[config.mk]
export PLATFORM = sky130hd
export DESIGN_NAME = dmd_steal_arb
export DESIGN_NICKNAME = d
export VERILOG_FILES = /design/src/rtl/dmd_steal_arb_pkg.sv /design/src/rtl/dmd_steal_arb_pick.sv /design/src/rtl/dmd_steal_arb.sv
export SDC_FILE = /design/constraint.sdc
export NUM_CORES = 1
export LEC_CHECK = 0
export BUFFER_PORTS_ARGS = -buffer_cell sky130_fd_sc_hd__buf_4
export CELL_PAD_IN_SITES_DETAIL_PLACEMENT = 1
export CELL_PAD_IN_SITES_GLOBAL_PLACEMENT = 1
export CORE_MARGIN = 1
export CORE_UTILIZATION = 42
export CTS_CLUSTER_DIAMETER = 50
export DETAILED_ROUTE_END_ITERATION = 10
export GPL_ROUTABILITY_DRIVEN = 0
export PLACE_DENSITY_LB_ADDON = 0.25
export SLEW_MARGIN = 20
export SYNTH_ARGS = -nofsm -noshare
export SYNTH_HDL_FRONTEND = slang
export SYNTH_SLANG_ARGS = --single-unit
[constraint.sdc]
create_clock -name DSPCLK -period 3.8 [get_ports DSPCLK]
set_clock_uncertainty 0.1 [all_clocks]
set_input_delay 0.19 -clock DSPCLK [delete_from_list [all_inputs] [get_ports DSPCLK]]
set_output_delay 0.19 -clock DSPCLK [all_outputs]
set_load 0.02 [all_outputs]
[src/rtl/dmd_steal_arb_pkg.sv]
// Shared definitions for the DMD cycle-steal arbiter.
// Round-robin arbitration is enabled by defining DMD_STEAL_RR_EN.
package dmd_steal_arb_pkg;

    localparam int unsigned NREQ   = 4;
    localparam int unsigned WAIT_W = 8;

    localparam logic [1:0] SPT0 = 2'd0;
    localparam logic [1:0] SPT1 = 2'd1;
    localparam logic [1:0] IDMA = 2'd2;
    localparam logic [1:0] BDMA = 2'd3;

    typedef enum logic [1:0] {
        S_IDLE = 2'd0,
        S_ARB  = 2'd1,
        S_XFER = 2'd2
    } state_e;

    // Encode a one-hot requester vector into its index.
    function automatic logic [1:0] oh2idx(input logic [NREQ-1:0] oh);
        logic [1:0] idx;
        idx = 2'd0;
        for (int i = 0; i < NREQ; i++) begin
            if (oh[i]) idx = 2'(i);
        end
        return idx;
    endfunction

endpackage

[src/rtl/dmd_steal_arb_pick.sv]
// Winner selection: first requester found searching upward
// from the pointer, wrapping. Pointer 0 gives fixed priority.
module dsa_pick
    import dmd_steal_arb_pkg::*;
(
    input  logic [NREQ-1:0] req_i,
    input  logic [1:0]      ptr_i,
    output logic [NREQ-1:0] gnt_o
);

    // Rotating search starting at ptr_i.
    always_comb begin
        logic       found;
        logic [1:0] idx;
        gnt_o = '0;
        found = 1'b0;
        idx   = 2'd0;
        for (int i = 0; i < NREQ; i++) begin
            idx = ptr_i + 2'(i);
            if (req_i[idx] && !found) begin
                gnt_o[idx] = 1'b1;
                found      = 1'b1;
            end
        end
    end

endmodule

[src/rtl/dmd_steal_arb.sv]
// DMD cycle-steal arbiter: IDLE -> ARB -> XFER handshake with core.
// Define DMD_STEAL_RR_EN for round-robin instead of fixed priority.
module dmd_steal_arb
    import dmd_steal_arb_pkg::*;
(
    input  logic              DSPCLK,
    input  logic              RSTn,
    input  logic              idma_req,
    input  logic              spt0_req,
    input  logic              spt1_req,
    input  logic              bdma_req,
    input  logic              GO_Cx,
    output logic              SREQ,
    output logic              idmaDMD_oe,
    output logic              spt0DMD_oe,
    output logic              spt1DMD_oe,
    output logic              bdmaDMD_oe,
    output logic              idma_ack,
    output logic              spt0_ack,
    output logic              spt1_ack,
    output logic              bdma_ack,
    output logic [WAIT_W-1:0] steal_wait
);

    localparam logic [WAIT_W-1:0] WAIT_ONE = WAIT_W'(1);
    localparam logic [WAIT_W-1:0] WAIT_MAX = '1;

    state_e            state_q;
    logic [NREQ-1:0]   win_q;
    logic [NREQ-1:0]   oe_q;
    logic [NREQ-1:0]   ack_q;
    logic              sreq_q;
    logic [WAIT_W-1:0] wait_q;

    logic [NREQ-1:0]   req_v;
    logic [NREQ-1:0]   req_pick;
    logic [NREQ-1:0]   gnt;
    logic [1:0]        ptr;
    logic              win_live;
    logic              grant_fire;

    assign req_v      = {bdma_req, idma_req, spt1_req, spt0_req};
    assign win_live   = |(req_v & win_q);
    assign grant_fire = (state_q == S_ARB) && win_live && GO_Cx;

    // The requester just acked is excluded from the XFER re-arbitration.
    assign req_pick = (state_q == S_XFER) ? (req_v & ~win_q) : req_v;

`ifdef DMD_STEAL_RR_EN
    logic [1:0] ptr_q;

    // Pointer moves past the winner only when a grant completes.
    always_ff @(posedge DSPCLK or negedge RSTn) begin
        if (!RSTn) begin
            ptr_q <= SPT0;
        end else if (grant_fire) begin
            ptr_q <= oh2idx(win_q) + 2'd1;
        end
    end

    assign ptr = ptr_q;
`else
    assign ptr = SPT0;
`endif

    dsa_pick u_pick (
        .req_i (req_pick),
        .ptr_i (ptr),
        .gnt_o (gnt)
    );

    // Steal FSM with registered SREQ, oe, ack and wait counter.
    always_ff @(posedge DSPCLK or negedge RSTn) begin
        if (!RSTn) begin
            state_q <= S_IDLE;
            win_q   <= '0;
            oe_q    <= '0;
            ack_q   <= '0;
            sreq_q  <= 1'b0;
            wait_q  <= '0;
        end else begin
            oe_q  <= '0;
            ack_q <= '0;
            unique case (state_q)
                S_IDLE: begin
                    if (|gnt) begin
                        win_q   <= gnt;
                        state_q <= S_ARB;
                        sreq_q  <= 1'b1;
                        wait_q  <= '0;
                    end
                end
                S_ARB: begin
                    if (!win_live) begin
                        state_q <= S_IDLE;
                        sreq_q  <= 1'b0;
                    end else if (GO_Cx) begin
                        state_q <= S_XFER;
                        oe_q    <= win_q;
                        ack_q   <= win_q;
                    end else if (wait_q != WAIT_MAX) begin
                        wait_q <= wait_q + WAIT_ONE;
                    end
                end
                S_XFER: begin
                    if (|gnt) begin
                        win_q   <= gnt;
                        state_q <= S_ARB;
                        wait_q  <= '0;
                    end else begin
                        state_q <= S_IDLE;
                        sreq_q  <= 1'b0;
                    end
                end
                default: begin
                    state_q <= S_IDLE;
                    sreq_q  <= 1'b0;
                end
            endcase
        end
    end

    assign SREQ       = sreq_q;
    assign spt0DMD_oe = oe_q[SPT0];
    assign spt1DMD_oe = oe_q[SPT1];
    assign idmaDMD_oe = oe_q[IDMA];
    assign bdmaDMD_oe = oe_q[BDMA];
    assign spt0_ack   = ack_q[SPT0];
    assign spt1_ack   = ack_q[SPT1];
    assign idma_ack   = ack_q[IDMA];
    assign bdma_ack   = ack_q[BDMA];
    assign steal_wait = wait_q;

endmodule

# Word-level counts from Yosys, hierarchy flattened
# Index checks and enable logic that the tools add are counted.
# word_totals
ff_bits,19
input_bits,7
output_inout_bits,17
elab_cells,60
# classes
reduce_logical,15
n_bitwise,3
n_mux,25
n_addsub,1
eq_ne,11
# ops
cell,n
$mux W8,4
$mux W4,5
$pmux W8 S2,1
$ne A2 B2 Y1 const B,5
$add A8 B1 Y8 const B,1
$and A4 B4 Y4,2
$mux W1,8
$mux W2,4
$ne A8 B8 Y1 const B,1
$reduce_or A4 Y1,2
$pmux W2 S3,1
$reduce_and A5 Y1,1
$ne A2 B1 Y1 const B,2
$not A4 Y4,1
$reduce_and A2 Y1,2
$logic_and A1 B1 Y1,3
$logic_not A1 Y1,3
$mux W3,1
$ne A3 B3 Y1 const B,1
$pmux W1 S3,1
$reduce_and A3 Y1,1
$eq A2 B1 Y1 const B,1
$eq A2 B2 Y1 const B,1
$logic_not A2 Y1,1
2 further kinds,2

# Logic depth before layout (Yosys ltp)
# Gate-level depths: netlist (run 1).
# logic_depth
ltp_word,16
ltp_mapped,6
mapped_depth_nobuf,5

# By module
# A second synthesis (run 1) with hierarchy kept.
# hier_totals
cells_unflattened,132
hier_area_um2,1332.5
# modules_own_cells
module,cells_each,n_inst,seq_area_each_um2,area_each_um2
dmd_steal_arb,96,1,475.5,994.7
dsa_pick,36,1,0.0,337.8

# Worst setup path before layout (run 1)
# Ideal clock, no wire load.
# synth_timing
path_kind,register to register
from,reg win_q[1]
to,"reg wait_q[5], in the netlist steal_wait[5]"
path_slack_ns,2.026
stages_incl_launch_ff,5
setup_time_ns,0.078
t_arrival_ns,1.596
synth_period_minus_slack_ns,1.774
path_cell_list,dfrtp_1 > a22oi_1 > a2111o_1 > or4_1 > a21oi_1
# synth_between
elab_chain_len,14
word_cells_on_any_way,19
classes_between,eq/ne (2); mux (6); bitwise (3); reduce/logical (8)
# synth_lines
item,line_no,source
"start, declared",dmd_steal_arb.sv:29,logic [NREQ-1:0] win_q;
"start signal, assigned",dmd_steal_arb.sv:87,win_q <= gnt;
"start signal, assigned",dmd_steal_arb.sv:107,win_q <= gnt;
$not A4 Y4,dmd_steal_arb.sv:47,assign req_pick = (state_q == S_XFER) ? (req_v & ~win_q) : req_v;
$and A4 B4 Y4,dmd_steal_arb.sv:47,
$mux W4,dmd_steal_arb.sv:47,
$logic_and A1 B1 Y1,dmd_steal_arb_pick.sv:20,if (req_i[idx] && !found) begin
$mux W1,dmd_steal_arb_pick.sv:20,
$logic_not A1 Y1,dmd_steal_arb_pick.sv:20,
$logic_and A1 B1 Y1,dmd_steal_arb_pick.sv:20,
$mux W1,dmd_steal_arb_pick.sv:20,
$logic_not A1 Y1,dmd_steal_arb_pick.sv:20,
$logic_and A1 B1 Y1,dmd_steal_arb_pick.sv:20,
$mux W4,dmd_steal_arb_pick.sv:20,
$reduce_or A4 Y1,"dmd_steal_arb.sv:86, dmd_steal_arb.sv:106",
$ne A2 B1 Y1 (no line),--,
$reduce_and A5 Y1 (no line) (*),--,
"end signal, assigned",dmd_steal_arb.sv:102,wait_q <= wait_q + WAIT_ONE;
"end, declared",dmd_steal_arb.sv:33,logic [WAIT_W-1:0] wait_q;
# Mark *: on every way between the ends. The rest lies on a longest branch, timed or not.
# A chain may end at the register's enable or synchronous reset.

# Worst setup path after layout (run 1)
# layout_timing
from,reg state_q[0]
to,"reg wait_q[5], in the netlist steal_wait[5]"
# layout_between
elab_chain_len,15
word_cells_on_any_way,26
classes_between,eq/ne (6); mux (9); reduce/logical (11)
# layout_lines
item,line_no,source
"start, declared",dmd_steal_arb.sv:28,state_e state_q;
"start signal, assigned",dmd_steal_arb.sv:75,state_q <= S_IDLE;
"start signal, assigned",dmd_steal_arb.sv:88,state_q <= S_ARB;
"start signal, assigned",dmd_steal_arb.sv:95,state_q <= S_IDLE;
$eq A2 B2 Y1,"dmd_steal_arb.sv:47, dmd_steal_arb.sv:84",
$mux W4,dmd_steal_arb.sv:47,
$mux W1,dmd_steal_arb_pick.sv:20,
$logic_not A1 Y1,dmd_steal_arb_pick.sv:20,
$logic_and A1 B1 Y1,dmd_steal_arb_pick.sv:20,
$mux W1,dmd_steal_arb_pick.sv:20,
$logic_not A1 Y1,dmd_steal_arb_pick.sv:20,
$logic_and A1 B1 Y1,dmd_steal_arb_pick.sv:20,
$mux W1,dmd_steal_arb_pick.sv:20,
$logic_not A1 Y1,dmd_steal_arb_pick.sv:20,
$logic_and A1 B1 Y1,dmd_steal_arb_pick.sv:20,
$mux W4,dmd_steal_arb_pick.sv:20,
$reduce_or A4 Y1,"dmd_steal_arb.sv:86, dmd_steal_arb.sv:106",
$ne A2 B1 Y1 (no line),--,
$reduce_and A5 Y1 (no line),--,
# Parallel ways exist; a longest one is shown, timed or not.

==> impl_metrics.env, run 1 <==
export IMPL_outcome="completed"
export IMPL_slew_violations=0
export IMPL_global_route_wire_length_before_repair_um=4229
export IMPL_h_tree_levels=1
export IMPL_antennaDiodeCount=0
export IMPL_synth_seq_area_share=0.4595
export IMPL_fmax_mhz=433.3
export IMPL_critPathLaunchType="register"
export IMPL_die_height_um=51.64
export IMPL_setup_reg_to_reg_worst_slack_ns=1.49
export IMPL_postSynthCellCount=107
export IMPL_hp_start="spt1_req"
export IMPL_drtAntennaViolNets=0
export IMPL_path_delay_family="compound AO/OA/AOI/OAI gates"
export IMPL_multi_input_comb_area_um2=493.0
export IMPL_min_delay_path_class="in -> reg"
export IMPL_io_buffers=23
export IMPL_worst_path_max_delay_cell="sky130_fd_sc_hd__a2111o_1"
export IMPL_netlist_area_leader_share=0.4595
export IMPL_critPathBufInv=1
export IMPL_clock_sink_count=19
export IMPL_nets_final=137
export IMPL_drive_gt1_frac=0.2422
export IMPL_cts_root_buffer="sky130_fd_sc_hd__clkbuf_4"
export IMPL_finish_utilization=0.5432
export IMPL_tritoncts_num_buffers=3
export IMPL_cellLeakagePower_nw=0.5376
export IMPL_postSynth_asyncResetShare=1.000
export IMPL_timing_critical_path_to_type="register"
export IMPL_dp_final_hpwl_um=1863
export IMPL_drt_wirelength_per_cell_um=16.27
export IMPL_vias_per_cell=6.045
export IMPL_irDropWorstVdd_v=0.0003083
export IMPL_floorplan_initialDensity=0.4546
export IMPL_crit_path_cell_trace="clkinv_1, a2111o_1, or4_1, a21oi_1"
export IMPL_worstHoldPathCells=3
export IMPL_placementRows=17
export IMPL_path_class="reg -> reg"
export IMPL_worstReg2RegEnd="steal_wait[5]"
export IMPL_grt_start_max_net_pins=20
export IMPL_synth_distinct_cells=36
export IMPL_ff2ff_path_depth=4
export IMPL_timing_max_slew_rel_slack=0.4802
export IMPL_period_needed_ns=2.308
export IMPL_worstSkewPairLatency_ns=0.30
export IMPL_critPathMaxStageDelay_ns=0.64
export IMPL_critical_path_required_ns=3.93
export IMPL_period_share=0.6074
export IMPL_hold_violations=0
export IMPL_postSynth_topFlopCell="sky130_fd_sc_hd__dfrtp_1"
export IMPL_cp_arrival_ns=2.44
export IMPL_worstHoldEndpoint="win_q[1]"
export IMPL_cp_max_fo=17
export IMPL_die_width_um=51.64
export IMPL_synth_top_cells_by_count="sky130_fd_sc_hd__dfrtp_1 (19), sky130_fd_sc_hd__a21oi_1 (8), sky130_fd_sc_hd__o31ai_1 (7)"
export IMPL_dr_first_iter_drc_count=24
export IMPL_layout_area_overhead_vs_synth_pct=19.47
export IMPL_max_cap_violations=0
export IMPL_yosysMostFrequentCell="sky130_fd_sc_hd__dfrtp_1"
export IMPL_synth_seq_cells=19
export IMPL_die_outline_area_um2=2666
export IMPL_regToRegStartpoint="state_q[0]"
export IMPL_drt_drc_violations_left=0
export IMPL_global_route_usage_total=0.2190
export IMPL_coreArea_um2=2276
export IMPL_ctsResizeCount=0
export IMPL_setup_tns_after_final_layout_ns=0
export IMPL_totalWireLength_um=2538
export IMPL_syn_num_nets=115
export IMPL_grt_overflow=0
export IMPL_number_of_antenna_violations_at_the_first_check_in_global_routing=0
export IMPL_synth_area_leader_cell="sky130_fd_sc_hd__dfrtp_1"
export IMPL_yosys_warnings=0
export IMPL_setup_viol_count_final=0
export IMPL_io_count=24
export IMPL_clk_pin_slew_ns=0.11
export IMPL_unrepaired_setup_endpoints_after_global_routing="no"
export IMPL_synth_edff_count=0
export IMPL_timing_worst_slew_pin_value_ns=0.7769
export IMPL_grt_pass1_vias=920
export IMPL_power_density_cell_area_nw_per_um2=535.1
export IMPL_cts_tree="done"
export IMPL_clk_path_buf_depth=2
export IMPL_nFillCells=278
export IMPL_syn_mean_instance_area_um2=9.670
export IMPL_dr_total_vias=943
export IMPL_seq_area_um2=475.5
export IMPL_first_pass_drt_iterations=4
export IMPL_syn_area_um2=1035
export IMPL_yosys_top_cells_area="sky130_fd_sc_hd__dfrtp_1 (46%), sky130_fd_sc_hd__o31ai_1 (5.1%), sky130_fd_sc_hd__a21oi_1 (3.9%)"
[worst max path at each step]
stage,from,end,cells past startpoint
after floorplan,win_q[1],steal_wait[5],4
after global placement,state_q[0],steal_wait[5],4
after detailed placement,state_q[0],steal_wait[5],4
after CTS,state_q[0],steal_wait[5],4
after global routing,state_q[0],steal_wait[5],4
final,state_q[0],steal_wait[5],4
[metrics by stage]
step	hold WS [ns]	power, mW	instances	setup slack [ns]	area (um^2)
after floorplan	-0.2056	0.4691	107	2.026	1035
after global placement	-0.02235	0.5437	151	1.630	1199
after detailed placement	-0.01646	0.5534	151	1.540	1199
after CTS	0.1020	0.6627	156	1.510	1236
after global routing	0.1176	0.7050	156	1.387	1236
final	0.1113	0.6615	156	1.492	1236
[sequential cells by signal, indices dropped and copies added (netlist names)]
register	count
steal_wait	8
ack_q	4
win_q	4
SREQ	1
state_q	2
[worst min-delay path, delay by kind of cell]
family	cells	cell delay, ns
buffers and inverters	1	0.10
AND/OR/NAND/NOR	1	0.08
AO/OA/AOI/OAI	1	0.10
[cell type report]
type / count / area share
clock buffers: 3 / 0.01822
clock inverters: 1 / 0.004049
inverters: 6 / 0.01822
multi-input cells: 75 / 0.3988
flip-flops and latches: 19 / 0.3846
well taps: 28 / 0.02834
repair buffers: 24 / 0.1478
[logic make-up (layout without fill, tap and decap cells)]
family                     Yosys count  count (layout)  share of synthesized area
adders and majority gates            1               1                    0.01209
and+or+nand+nor                     36              36                     0.1983
muxes                                1               1                    0.01088
buffers and inverters               13              34                    0.06408
AOI/OAI and AO/OA                   37              37                     0.2551
DFF                                 19              19                     0.4595
[placed cells by master, fill, tap and decap left out, types with 2 or more instances in the layout]
cell                       count
sky130_fd_sc_hd__and3_1        2
sky130_fd_sc_hd__o21ai_0       3
sky130_fd_sc_hd__nand2b_1      2
sky130_fd_sc_hd__a21boi_0      3
sky130_fd_sc_hd__nor2_1        4
sky130_fd_sc_hd__nor2b_1       3
sky130_fd_sc_hd__and2_1        4
sky130_fd_sc_hd__nand4_1       2
sky130_fd_sc_hd__inv_1         5
sky130_fd_sc_hd__a22oi_1       4
sky130_fd_sc_hd__nand2_1       5
sky130_fd_sc_hd__a21oi_1       8
sky130_fd_sc_hd__o31ai_1       7
sky130_fd_sc_hd__dfrtp_1      19
sky130_fd_sc_hd__or4_1         4
sky130_fd_sc_hd__clkbuf_4      3
sky130_fd_sc_hd__o221ai_1      2
sky130_fd_sc_hd__nand3_1       4
sky130_fd_sc_hd__or3_1         4
sky130_fd_sc_hd__buf_4        23
[timing repair]
action                                 in CTS  in global routing
endpoints found under the hold margin      19                  0
hold buffers                                1                  0
buffers inserted                            0                  0
[per-layer routing]
metal,global-route usage,vias up,share of wire
met4,0.09910,0,0.011
met2,0.3506,33,0.49
met3,0.04094,4,0.043
li1,-,443,-
met1,0.2857,463,0.45
met5,0,-,0
[where the power goes]
part	total (mW)	internal (mW)	switching, mW	leakage [nW]
combinational	0.250	0.101	0.149	0.267
sequential	0.305	0.243	0.0622	0.253
clock	0.107	0.0393	0.0675	0.0177
total	0.662	0.383	0.279	0.538
(Power assumes the default switching activity.)
==> run 2: changes to the inputs <==
- ABC_AREA: unset -> 1
- CORE_UTILIZATION: 42 -> 37
- clock period: 3.8 -> 2.2 ns (I/O delays scaled with it)
==> impl_metrics.env, run 2 <==
export IMPL_critical_path_required_ns=2.30
export IMPL_postSynthCellCount=132
export IMPL_drt_wirelength_per_cell_um=13.70
export IMPL_worstSkewPairLatency_ns=0.30
export IMPL_yosys_top_cells_area="sky130_fd_sc_hd__dfrtp_1 (47%), sky130_fd_sc_hd__nand2_1 (16%), sky130_fd_sc_hd__nand3_1 (8.9%)"
export IMPL_clk_pin_slew_ns=0.12
export IMPL_first_pass_drt_iterations=4
export IMPL_cts_root_buffer="sky130_fd_sc_hd__clkbuf_4"
export IMPL_finish_utilization=0.4965
export IMPL_floorplan_initialDensity=0.4008
export IMPL_worstHoldPathCells=3
export IMPL_syn_num_nets=140
export IMPL_critPathLaunchType="register"
export IMPL_most_common_cell_after_layout_fill_and_taps_aside="sky130_fd_sc_hd__nand2_1"
export IMPL_min_delay_path_class="in -> reg"
export IMPL_grt_pass1_vias=940
export IMPL_timing_max_slew_rel_slack=0.7690
export IMPL_cp_max_fo=9
export IMPL_drt_drc_violations_left=0
export IMPL_irDropWorstVdd_v=0.0007361
export IMPL_grt_overflow=0
export IMPL_period_share=0.8555
export IMPL_period_needed_ns=1.882
export IMPL_postSynth_asyncResetShare=1.000
export IMPL_outcome="completed"
export IMPL_synth_seq_area_share=0.4703
export IMPL_setup_tns_after_final_layout_ns=0
export IMPL_die_width_um=54.27
export IMPL_number_of_antenna_violations_at_the_first_check_in_global_routing=0
export IMPL_setup_reg_to_reg_worst_slack_ns=0.32
export IMPL_timing_worst_slew_pin_value_ns=0.3438
export IMPL_post_place_ws_ns=0.1968
export IMPL_clk_path_buf_depth=2
export IMPL_postSynth_topFlopCell="sky130_fd_sc_hd__dfrtp_1"
export IMPL_cp_arrival_ns=1.98
export IMPL_antennaDiodeCount=0
export IMPL_synth_edff_count=0
export IMPL_whs_ns=0.06529
export IMPL_die_outline_area_um2=2945
export IMPL_syn_mean_instance_area_um2=7.659
export IMPL_max_cap_violations=0
export IMPL_path_class="reg -> reg"
export IMPL_power_density_cell_area_nw_per_um2=1033
export IMPL_worstHoldEndpoint="win_q[0]"
export IMPL_drive_gt1_frac=0.2166
export IMPL_post_cts_buffers=0
export IMPL_dr_first_iter_drc_count=10
export IMPL_post_dp_cell_area_um2=1189
export IMPL_yosys_warnings=0
export IMPL_drtAntennaViolNets=0
export IMPL_postLayoutCellArea_um2=1252
export IMPL_coreArea_um2=2522
export IMPL_layout_area_overhead_vs_synth_pct=23.89
export IMPL_tritoncts_num_buffers=3
export IMPL_h_tree_levels=1
export IMPL_vias_per_cell=5.059
export IMPL_cts_tree="done"
export IMPL_hp_start="spt0_req"
export IMPL_fmax_mhz=531.3
export IMPL_synth_distinct_cells=20
export IMPL_largest_register_ffs=8
export IMPL_synth_area_leader_cell="sky130_fd_sc_hd__dfrtp_1"
export IMPL_slew_violations=0
export IMPL_synth_seq_cells=19
export IMPL_setup_viol_count_final=0
export IMPL_postLayoutSetupSlackWorst_ns=0.3179
export IMPL_timing_critical_path_to_type="register"
export IMPL_grt_start_max_net_pins=20
export IMPL_die_height_um=54.27
export IMPL_layout_common_cells="sky130_fd_sc_hd__nand2_1 (42), sky130_fd_sc_hd__buf_4 (24), sky130_fd_sc_hd__dfrtp_1 (19), sky130_fd_sc_hd__nand3_1 (18), sky130_fd_sc_hd__nor2_1 (13)"
export IMPL_netlist_area_leader_share=0.4703
export IMPL_regToRegStartpoint="steal_wait[0]"
export IMPL_yosysMostFrequentCell="sky130_fd_sc_hd__nand2_1"
export IMPL_io_count=24
export IMPL_cellLeakagePower_nw=0.6493
export IMPL_hold_violations=0
export IMPL_io_buffers=23
export IMPL_synth_top_cells_by_count="sky130_fd_sc_hd__nand2_1 (42), sky130_fd_sc_hd__dfrtp_1 (19), sky130_fd_sc_hd__nand3_1 (18)"
export IMPL_totalWireLength_um=2561
export IMPL_dp_final_hpwl_um=1906
export IMPL_syn_area_um2=1011
export IMPL_global_route_wire_length_before_repair_um=4409
export IMPL_dr_total_vias=946
export IMPL_unrepaired_setup_endpoints_after_global_routing="no"
export IMPL_clock_sink_count=19
export IMPL_nets_final=166
export IMPL_placementRows=18
export IMPL_nFillCells=335
export IMPL_global_route_usage_total=0.2117
export IMPL_worstReg2RegEnd="steal_wait[6]"
export IMPL_ff2ff_path_depth=8
[run 2: routing by layer]
| layer | global-route usage | part of all wire |
|---|---|---|
| met3 | 0.02500 | 0.029 |
| met1 | 0.2806 | 0.49 |
| met5 | 0 | 0 |
| met2 | 0.3638 | 0.47 |
| met4 | 0.05128 | 0.0047 |
[run 2: layout make-up]
type                    instances  area, um^2  area share
flip-flops and latches         19       475.5      0.3796
inverters                      11       45.04     0.03596
clock buffers                   3       22.52     0.01798
well taps                      30       37.54     0.02997
repair buffers                 27       210.2      0.1678
clock inverters                 1       7.507    0.005994
multi-input cells              96       454.2      0.3626
[run 2: worst max-delay path, cell delays in order (launching register included)]
cell and delay [ns]:
sky130_fd_sc_hd__dfrtp_1 0.44, sky130_fd_sc_hd__ha_1 0.21, sky130_fd_sc_hd__nand2_1 0.08, sky130_fd_sc_hd__nor3_1 0.29, sky130_fd_sc_hd__nand3_1 0.15, sky130_fd_sc_hd__nand4_2 0.20
sky130_fd_sc_hd__nand2_2 0.17, sky130_fd_sc_hd__nand2_1 0.09, sky130_fd_sc_hd__nand2_1 0.06
[run 2: logic make-up after synthesis]
| family | count (synthesis) | synth area share |
|---|---|---|
| flops | 19 | 0.4703 |
| fa+ha+maj | 1 | 0.01237 |
| buf+inv | 17 | 0.08045 |
| compound gates | 7 | 0.04209 |
| simple gates | 85 | 0.3688 |
| xor+xnor | 3 | 0.02599 |
[run 2: worst max-delay path by stage]
stage | start | end | cells after the start
final | steal_wait[0] | steal_wait[6] | 8
after global routing | steal_wait[0] | steal_wait[5] | 8
after CTS | state_q[0] | steal_wait[5] | 8
after detailed placement | state_q[0] | steal_wait[5] | 8
after global placement | state_q[0] | steal_wait[3] | 8
after floorplan | steal_wait[0] | steal_wait[0] | 8
[run 2: where the power goes]
group	leakage [nW]	internal (mW)	switching [mW]
Clock	0.0139	0.0691	0.120
Sequential	0.254	0.434	0.0991
Combinational	0.382	0.195	0.376
Total	0.649	0.699	0.595
[run 2: repair_timing]
action                                  CTS  global route
hold buffers                              3             0
endpoints found under the hold margin    22             0
endpoints found under the setup margin    0            11
resized for setup                         0             1
[run 2: through the flow]
| stage | total power, mW | std cells |
|---|---|---|
| 2_1_floorplan | 0.9001 | 132 |
| 3_3_place_gp | 1.079 | 180 |
| 3_5_place_dp | 1.099 | 180 |
| 4_1_cts | 1.294 | 187 |
| 5_1_grt | 1.403 | 187 |
| 6_report | 1.294 | 187 |
==> run 3: changes to the inputs <==
- HOLD_SLACK_MARGIN: unset -> 0.15
==> impl_metrics.env, run 3 (synthesis results as in run 2) <==
export IMPL_grt_pass1_vias=959
export IMPL_min_delay_path_class="reg -> reg"
export IMPL_coreArea_um2=2522
export IMPL_post_cts_buffers=0
export IMPL_period_share=0.8596
export IMPL_grt_start_max_net_pins=20
export IMPL_post_dp_cell_area_um2=1189
export IMPL_nFillCells=333
export IMPL_power_density_cell_area_nw_per_um2=1004
export IMPL_critical_path_top_cell_by_count="sky130_fd_sc_hd__nand2_1"
export IMPL_drtAntennaViolNets=0
export IMPL_finish_utilization=0.5124
export IMPL_grt_overflow=0
export IMPL_slew_violations=0
export IMPL_h_tree_levels=1
export IMPL_die_outline_area_um2=2945
export IMPL_fmax_mhz=528.8
export IMPL_clock_sink_count=19
export IMPL_worstHoldPathCells=2
export IMPL_tritoncts_num_buffers=3
export IMPL_drt_wirelength_per_cell_um=13.63
export IMPL_worst_path_max_delay_cell="sky130_fd_sc_hd__dfrtp_1"
export IMPL_cts_tree="done"
export IMPL_global_route_wire_length_before_repair_um=4436
export IMPL_cellLeakagePower_nw=0.6660
export IMPL_unrepaired_setup_endpoints_after_global_routing="no"
export IMPL_most_common_cell_after_layout_fill_and_taps_aside="sky130_fd_sc_hd__nand2_1"
export IMPL_clk_pin_slew_ns=0.12
export IMPL_first_pass_drt_iterations=4
export IMPL_drt_drc_violations_left=0
export IMPL_dr_total_vias=969
export IMPL_fin_cells=191
export IMPL_layout_area_overhead_vs_synth_pct=27.85
export IMPL_path_delay_family="simple AND/OR/NAND/NOR gates"
export IMPL_crit_path_cell_trace="clkinvlp_4, nand2_1, o21ai_2, nand4_1, nand2_2, buf_4, nand3_1, nand2_1"
export IMPL_global_route_usage_total=0.2122
export IMPL_crit_cells=8
export IMPL_path_class="reg -> reg"
export IMPL_clk_path_buf_depth=2
export IMPL_hold_violations=0
export IMPL_cp_max_fo=14
export IMPL_critical_path_required_ns=2.35
export IMPL_post_place_ws_ns=0.1968
export IMPL_dp_final_hpwl_um=1906
export IMPL_setup_reg_to_reg_worst_slack_ns=0.31
export IMPL_critPathMaxStageDelay_ns=0.46
export IMPL_postLayoutCellArea_um2=1292
export IMPL_cp_arrival_ns=2.04
export IMPL_floorplan_initialDensity=0.4008
export IMPL_cts_root_buffer="sky130_fd_sc_hd__clkbuf_4"
export IMPL_dp_cells=180
export IMPL_timing_critical_path_to_type="register"
export IMPL_nets_final=170
export IMPL_setup_viol_count_final=0
export IMPL_placementRows=18
export IMPL_die_width_um=54.27
export IMPL_period_needed_ns=1.891
export IMPL_postLayoutSetupSlackWorst_ns=0.3088
export IMPL_largest_register_ffs=8
export IMPL_io_count=24
export IMPL_worstSkewPairLatency_ns=0.30
export IMPL_ff2ff_path_depth=8
export IMPL_outcome="completed"
export IMPL_max_cap_violations=0
export IMPL_totalWireLength_um=2603
export IMPL_timing_worst_slew_pin_value_ns=0.8940
export IMPL_number_of_antenna_violations_at_the_first_check_in_global_routing=0
export IMPL_vias_per_cell=5.073
export IMPL_antennaDiodeCount=0
export IMPL_critPathLaunchType="register"
export IMPL_irDropWorstVdd_v=0.0007335
export IMPL_timing_max_slew_rel_slack=0.4020
export IMPL_dr_first_iter_drc_count=12
export IMPL_setup_tns_after_final_layout_ns=0
export IMPL_critPathBufInv=2
export IMPL_drive_gt1_frac=0.2112
export IMPL_io_buffers=23
export IMPL_die_height_um=54.27
export IMPL_layout_common_cells="sky130_fd_sc_hd__nand2_1 (42), sky130_fd_sc_hd__buf_4 (24), sky130_fd_sc_hd__dfrtp_1 (19), sky130_fd_sc_hd__nand3_1 (18), sky130_fd_sc_hd__nor2_1 (13)"
-- run 3: final timing paths --
check	start	to
min in group asynchronous	RSTn	ack_q[0]
max reg2reg	state_q[0]	steal_wait[5]
min reg2reg	SREQ	SREQ
max in group asynchronous	RSTn	steal_wait[5]
min	SREQ	SREQ
max	state_q[0]	steal_wait[5]
-- run 3: layer usage --
metal	vias up	wire (um)	track usage
met5	-	0	0
met4	0	12	0.05128
met3	2	85	0.02500
met2	22	1252	0.3699
met1	466	1253	0.2771
li1	479	-	-
-- run 3: layout make-up --
cell class | count | area, um^2 | share of cell area
Timing Repair Buffer | 31 | 250.2 | 0.1936
Tap cell | 30 | 37.54 | 0.02904
Multi-Input combinational cell | 96 | 454.2 | 0.3514
Clock buffer | 3 | 22.52 | 0.01742
Clock inverter | 1 | 7.507 | 0.005808
Sequential cell | 19 | 475.5 | 0.3679
Inverter | 11 | 45.04 | 0.03485
-- run 3: tightest hold or removal path, delay by kind of cell (launching register included) --
| kind | cells | cell delay [ns] |
|---|---|---|
| DFF | 1 | 0.37 |
| and+or+nand+nor | 2 | 0.10 |
-- run 3: where the power goes --
| group | total [mW] | switching, mW | leakage (nW) | internal (mW) |
|---|---|---|---|---|
| Sequential | 0.532 | 0.0980 | 0.254 | 0.434 |
| Clock | 0.189 | 0.120 | 0.0139 | 0.0691 |
| Combinational | 0.576 | 0.377 | 0.398 | 0.200 |
| Total | 1.30 | 0.595 | 0.666 | 0.703 |
-- run 3: what timing repair did --
action / CTS / global route
hold buffers: 7 / 0
setup endpoints to repair: 0 / 11
endpoints found under the hold margin: 30 / 0
gates resized for setup: 0 / 1
-- run 3: per-stage QoR --
step           total power, mW  hold WS (ns)
2_1_floorplan           0.9001       -0.2856
3_3_place_gp             1.079       -0.1014
3_5_place_dp             1.099      -0.09759
6_report                 1.298        0.3980
4_1_cts                  1.299        0.3982
5_1_grt                  1.408        0.4454
